$ cat src/rtl/disp_num_fmt.sv
// Seven-segment number formatter: converts a 32-bit value to eight hex or
// BCD digit codes (double-dabble), with optional leading-zero blanking.
module disp_num_fmt (
  input  logic        clk,
  input  logic        rst_n,
  input  logic        start,
  input  logic [31:0] value,
  input  logic        mode,
  input  logic        lz_en,
  output logic        busy,
  output logic        done,
  output logic [31:0] digits,
  output logic [7:0]  blank,
  output logic        overflow
);

  typedef enum logic [1:0] {IDLE, SHIFT, FINISH} state_t;

  state_t      state_q, state_d;
  logic [31:0] bin_q, bin_d;
  logic [39:0] bcd_q, bcd_d;
  logic [5:0]  cnt_q, cnt_d;
  logic        mode_q, mode_d;
  logic        lz_q, lz_d;
  logic        done_q, done_d;
  logic [31:0] digits_q, digits_d;
  logic [7:0]  blank_q, blank_d;
  logic        ovf_q, ovf_d;

  logic [39:0] bcd_adj;
  logic [31:0] fmt_digits;
  logic [7:0]  fmt_blank;
  logic        zero_run;

  always_comb begin
    bcd_adj = bcd_q;
    for (int i = 0; i < 10; i++) begin
      if (bcd_q[4*i +: 4] >= 4'd5) begin
        bcd_adj[4*i +: 4] = bcd_q[4*i +: 4] + 4'd3;
      end
    end
  end

  // Blank a display only when it and every display above it shows zero.
  always_comb begin
    fmt_digits = mode_q ? bcd_q[31:0] : bin_q;
    fmt_blank  = 8'h00;
    zero_run   = 1'b1;
    for (int k = 7; k >= 1; k--) begin
      zero_run     = zero_run & (fmt_digits[4*k +: 4] == 4'd0);
      fmt_blank[k] = lz_q & zero_run;
    end
  end

  always_comb begin
    state_d  = state_q;
    bin_d    = bin_q;
    bcd_d    = bcd_q;
    cnt_d    = cnt_q;
    mode_d   = mode_q;
    lz_d     = lz_q;
    done_d   = 1'b0;
    digits_d = digits_q;
    blank_d  = blank_q;
    ovf_d    = ovf_q;
    case (state_q)
      IDLE: begin
        if (start) begin
          bin_d   = value;
          mode_d  = mode;
          lz_d    = lz_en;
          bcd_d   = 40'h0;
          cnt_d   = 6'd0;
          state_d = mode ? SHIFT : FINISH;
        end
      end
      SHIFT: begin
        bcd_d = {bcd_adj[38:0], bin_q[31]};
        bin_d = {bin_q[30:0], 1'b0};
        cnt_d = cnt_q + 6'd1;
        if (cnt_q == 6'd31) begin
          state_d = FINISH;
        end
      end
      FINISH: begin
        digits_d = fmt_digits;
        blank_d  = fmt_blank;
        ovf_d    = mode_q & (|bcd_q[39:32]);
        done_d   = 1'b1;
        state_d  = IDLE;
      end
      default: state_d = IDLE;
    endcase
  end

  always_ff @(posedge clk or negedge rst_n) begin
    if (!rst_n) begin
      state_q  <= IDLE;
      bin_q    <= 32'h0;
      bcd_q    <= 40'h0;
      cnt_q    <= 6'd0;
      mode_q   <= 1'b0;
      lz_q     <= 1'b0;
      done_q   <= 1'b0;
      digits_q <= 32'h0;
      blank_q  <= 8'h00;
      ovf_q    <= 1'b0;
    end else begin
      state_q  <= state_d;
      bin_q    <= bin_d;
      bcd_q    <= bcd_d;
      cnt_q    <= cnt_d;
      mode_q   <= mode_d;
      lz_q     <= lz_d;
      done_q   <= done_d;
      digits_q <= digits_d;
      blank_q  <= blank_d;
      ovf_q    <= ovf_d;
    end
  end

  assign busy     = (state_q != IDLE);
  assign done     = done_q;
  assign digits   = digits_q;
  assign blank    = blank_q;
  assign overflow = ovf_q;

endmodule

$ cat config.mk
export PLATFORM = sky130hd
export DESIGN_NAME = disp_num_fmt
export DESIGN_NICKNAME = d
export VERILOG_FILES = /design/src/rtl/disp_num_fmt.sv
export SDC_FILE = /design/constraint.sdc
export NUM_CORES = 1
export LEC_CHECK = 0
export BUFFER_PORTS_ARGS = -buffer_cell sky130_fd_sc_hd__clkbuf_2
export CORE_ASPECT_RATIO = 1.25
export CORE_MARGIN = 1.5
export CORE_UTILIZATION = 51
export CTS_CLUSTER_SIZE = 30
export DETAILED_ROUTE_END_ITERATION = 7
export PLACE_DENSITY = 0.72
export RECOVER_POWER = 50
export SLEW_MARGIN = 20
export SYNTH_ARGS = -nofsm -noshare
export SYNTH_HDL_FRONTEND = slang
export SYNTH_SLANG_ARGS = --single-unit
$ cat constraint.sdc
create_clock -name clk -period 1.8 [get_ports clk]
set_input_delay 0.36 -clock clk [delete_from_list [all_inputs] [get_ports clk]]
set_output_delay 0.36 -clock clk [all_outputs]
set_load 0.01 [all_outputs]
## Word level (Yosys, flattened, before mapping)

Cells that the tools add are included.

- Flip-flop bits (word level): 123

- Bitwise logic cells: 14
- Eq/ne operators: 5
- Multiplexer cells: 22
- $add $sub $neg: 11
- Reduce and logical (&&, ||, !) cells: 14
- $lt $le $gt $ge: 10

Operators by type and width:

| kind | number |
|---|---|
| $pmux W40 S2 | 1 |
| $mux W32 | 2 |
| $pmux W32 S2 | 1 |
| $ge A4 B3 Y1 const B | 10 |
| $mux W40 | 1 |
| $add A4 B2 Y4 const B | 9 |
| $mux W4 | 9 |
| $logic_not A4 Y1 | 7 |
| $and A1 B1 Y1 | 14 |
| $pmux W6 S2 | 1 |
| $reduce_or A8 Y1 | 1 |
| $add A6 B1 Y6 const B | 1 |
| $eq A6 B5 Y1 const B | 1 |
| $mux W2 | 3 |
| $mux W6 | 1 |
| $reduce_and A2 Y1 | 3 |
| $ne A2 B2 Y1 const B | 2 |
| $pmux W2 S2 | 1 |
| $reduce_bool A2 Y1 | 2 |
| $add A3 B2 Y3 const B | 1 |
| $mux W3 | 1 |
| $eq A2 B1 Y1 const B | 1 |
| $eq A2 B2 Y1 const B | 1 |
| $logic_not A2 Y1 | 1 |
| $mux W1 | 1 |

## Logic depth before layout (Yosys ltp)

- Depth after elaboration: 9
- Mapped depth: 7
- Mapped depth without buffers: 6

## Worst setup path before layout

OpenSTA, ideal clock, no wires.

- Path kind: register to register
- Start point: register bcd_q[21]
- End point: register bcd_q[22]
- Arrival: 1.493 ns
- Stages on the path, launching flop included: 7
- Setup slack: 0.225 ns
- Setup time: 0.083 ns
- Cell sequence: dfrtp_1 inv_1 ha_1 nand2b_1 a21oi_1 mux2_2 o21ai_0

- Longest elaborated chain between the ends: 3

Ends and longest elaborated chain:

| element | line | text |
|---|---|---|
| start: declaration | 21 | `logic [39:0] bcd_q, bcd_d;` |
| start signal: assignment | 100 | `bcd_q <= 40'h0;` |
| start signal: assignment | 111 | `bcd_q <= bcd_d;` |
| $add A4 B2 Y4 or $ge A4 B3 Y1 (tied branches) | 39, 38 |  |
| $mux W4 (*) | 38 | `if (bcd_q[4*i +: 4] >= 4'd5) begin` |
| $pmux W40 S2 (*) | 66 | `case (state_q)` |

Every way passes the cells marked *; elsewhere a longest branch is shown, timed or not.
A chain may end at the register's enable or synchronous reset.

## Final worst setup path

- Start point: register state_q[1]
- End point: output busy

- Longest elaborated chain between the ends: 1

Ends and longest elaborated chain:

| element | line | text |
|---|---|---|
| start: declaration | 19 | `state_t state_q, state_d;` |
| start signal: assignment | 109 | `state_q <= state_d;` |
| $reduce_bool A2 Y1 | 122 | `assign busy = (state_q != IDLE);` |
| end: declaration | 10 | `output logic busy,` |

Every way passes these cells.

==> run summary <==
Setup Slack @ Placement: -0.0493 ns
Row count: 44
Fin worst setup slack: 0.0203 ns
Crit path from: state_q[1]$_DFFE_PN0P_
Tcrit/Tclk final: 98.9%
IO Pins: 80
Mapped Cells: 601
Most common cell in the synthesized netlist: dfrtp_1
Status: complete, no violations
RD Place Congestion: 0.844
Final Skew: 0.00564 ns
Primary FF master, synth: dfrtp_1
Arrival @ worst endpoint: 1.42 ns
Worst-margin pin slew: 0.789 ns
Final setup vio count: 0
Synth cell types: 42
Max FO, Critical Path: 4
Total CTS buffers: 17
Net count, final: 762
Data required time of the critical path: 1.44 ns
Die Height: 126 um
Critical Path Start Type: register
RR Startpoint: bin_q[23]$_DFFE_PN0P_
Synth area leaders: dfrtp_1 50%, o21ai_0 7.4%, mux2i_1 5.9%
Final Hold Viols: 0
Max_cap viols: 0
Max Slew Vio Count: 0
Hold WS: 0.191 ns
Area of the mapped netlist: 0.00613 mm2
# clock sinks: 123
Dominant cell type by area after synthesis: dfrtp_1
Vias in the first global route: 5,184
CTS tree: built
Sequential area share after synthesis: 50.2%
Worst R2R Setup Slack: 0.08 ns
#FFs+latches synth: 123
Critical Path Sink Type: output pin
Placed cells: 833
Full die area: 0.0127 mm2
Total grt overflow: 0
Worst-path clk slew: 0.06 ns
Power after layout: 0.0129 W
Ant. Diodes: 0
Hold path start: value[0]
H-tree depth: 4
1st-iter DRT viols: 405
Filler cell count: 949
Area delta synth->final: 24.0%
Initial Utilization: 52.6%
Avg Synthesized Cell Area: 10.2 um2
Max Fclk: 0.562 GHz
Power per Cell Area: 1700 mW/mm2
Pin count of the biggest net entering global routing: 55
Worst-Skew Late Latency: 0.42 ns
Non-Filler Instances: 876
Max rail drop VDD: 0.846 mV
Syn Nets: 660
Post-route DRC: 0
Routed vias: 5,076
Total track usage: 27.0%
Root Buffer: clkbuf_16
Port buffer count: 78
Max transition margin: 47.4%
Final WL: 16.1 mm
DIE WIDTH: 101 um
Synth warn: 0
Drt via density: 5.79
Antenna violations before repair: 0
Post-synth EDFFs: 0
Share of cells above drive strength 1: 24.9%
Wire length per cell: 18.4 um
First-pass iteration count of the detailed router: 4
First-pass GRT wire length: 26.1 mm
Leakage power: 3.49 nW
Yosys top cell area share: 50.2%
Post-synth top cells: 123 x dfrtp_1, 91 x o21ai_0, 88 x nand2_1
Max Root-Sink Buffers: 2
Critical path type: register to output pin
Asr flop ratio synth: 100%
Final min period: 1.78 ns
Core area: 0.0117 mm2
HPWL Detailed: 10.4 mm
Antenna-violating nets left: 0
Worst hold path type: input port to register
[logic make-up after synthesis]
family	Yosys count	share of synthesized area (%)
xor gates and xnor gates	20	2.86
adders and majority gates	22	4.49
other	1	0.0611
DFF	123	50.2
buffers and inverters	63	4.36
and+or+nand+nor	140	11.2
AOI/OAI and AO/OA	187	19.4
muxes	45	7.53
[final timing paths]
| path | endpoint | cells after the start |
|---|---|---|
| setup / recovery | busy | 3 |
| hold / removal | bin_q[0]$_DFFE_PN0P_ | 2 |
| setup reg to reg | blank[4]$_DFFE_PN0P_ | 4 |
| hold reg to reg | overflow$_DFFE_PN0P_ | 2 |
| max in group asynchronous | mode_q$_DFFE_PN0P_ | 3 |
| min in group asynchronous | digits[18]$_DFFE_PN0P_ | 2 |
[critical path, stage by stage, from the launching register on]
cell	delay, ns
dfrtp_1	0.41
buf_12	0.15
or2_2	0.30
buf_2	0.14
[cell type report]
class / count / area (um2) / share of cell area, %
multi-input cells: 415 / 2860 / 37.6
well taps: 161 / 201 / 2.65
inverters: 22 / 82.6 / 1.09
clock inverters: 8 / 70.1 / 0.921
flip-flops and latches: 123 / 3080 / 40.5
clock buffers: 23 / 468 / 6.15
repair buffers: 124 / 843 / 11.1
[sequential cells by signal, indices dropped and copies added (netlist names)]
signal,flops
mode_q,1
cnt_q,6
done,1
digits,32
blank,7
state_q,2
bin_q,32
lz_q,1
overflow,1
bcd_q,40
[power breakdown]
part / switching (W) / internal [W]
Clock: 0.00121 / 0.00195
Sequential: 0.000925 / 0.00369
Combinational: 0.00281 / 0.00233
Total: 0.00494 / 0.00797
[through the flow]
| stage | util [%] | area, um2 | setup TNS, ns |
|---|---|---|---|
| floorplan | - | 6130 | 0 |
| global placement | 59.1 | 6890 | 0 |
| detailed placement | 59.1 | 6890 | -0.121 |
| CTS | 65.0 | 7580 | 0 |
| global route | 65.2 | 7610 | -0.0307 |
| finish | 65.2 | 7610 | 0 |
[placed cells by master, fill, tap and decap left out, types with 11 or more instances in the layout]
| cell | synthesis | layout |
|---|---|---|
| clkbuf_16 | 0 | 17 |
| inv_1 | 22 | 21 |
| a22oi_1 | 31 | 31 |
| nand2b_1 | 12 | 11 |
| o31ai_1 | 12 | 12 |
| nand2_1 | 88 | 88 |
| o21ai_0 | 91 | 90 |
| mux2i_1 | 36 | 35 |
| buf_4 | 1 | 33 |
| o22ai_1 | 11 | 11 |
| clkbuf_2 | 0 | 77 |
| dfrtp_1 | 123 | 121 |
| ha_1 | 22 | 22 |
| a32o_1 | 11 | 11 |
[per-layer routing]
layer / GRT usage, % / part of all wire (%)
met5: 0 / 0
met2: 46.0 / 53
met1: 33.2 / 39
met4: 12.1 / 3.0
met3: 4.66 / 5.1
[what timing repair did]
item                                    4_1_cts  5_1_grt
hold endpoints to repair                     24        0
gates resized for setup                       7       10
hold buffers                                  1        0
setup buffers                                 5        4
cloned                                        2        0
pin swaps                                     3        3
endpoints found under the setup margin        4       11
No activity file was read; power rests on OpenSTA's default activity.
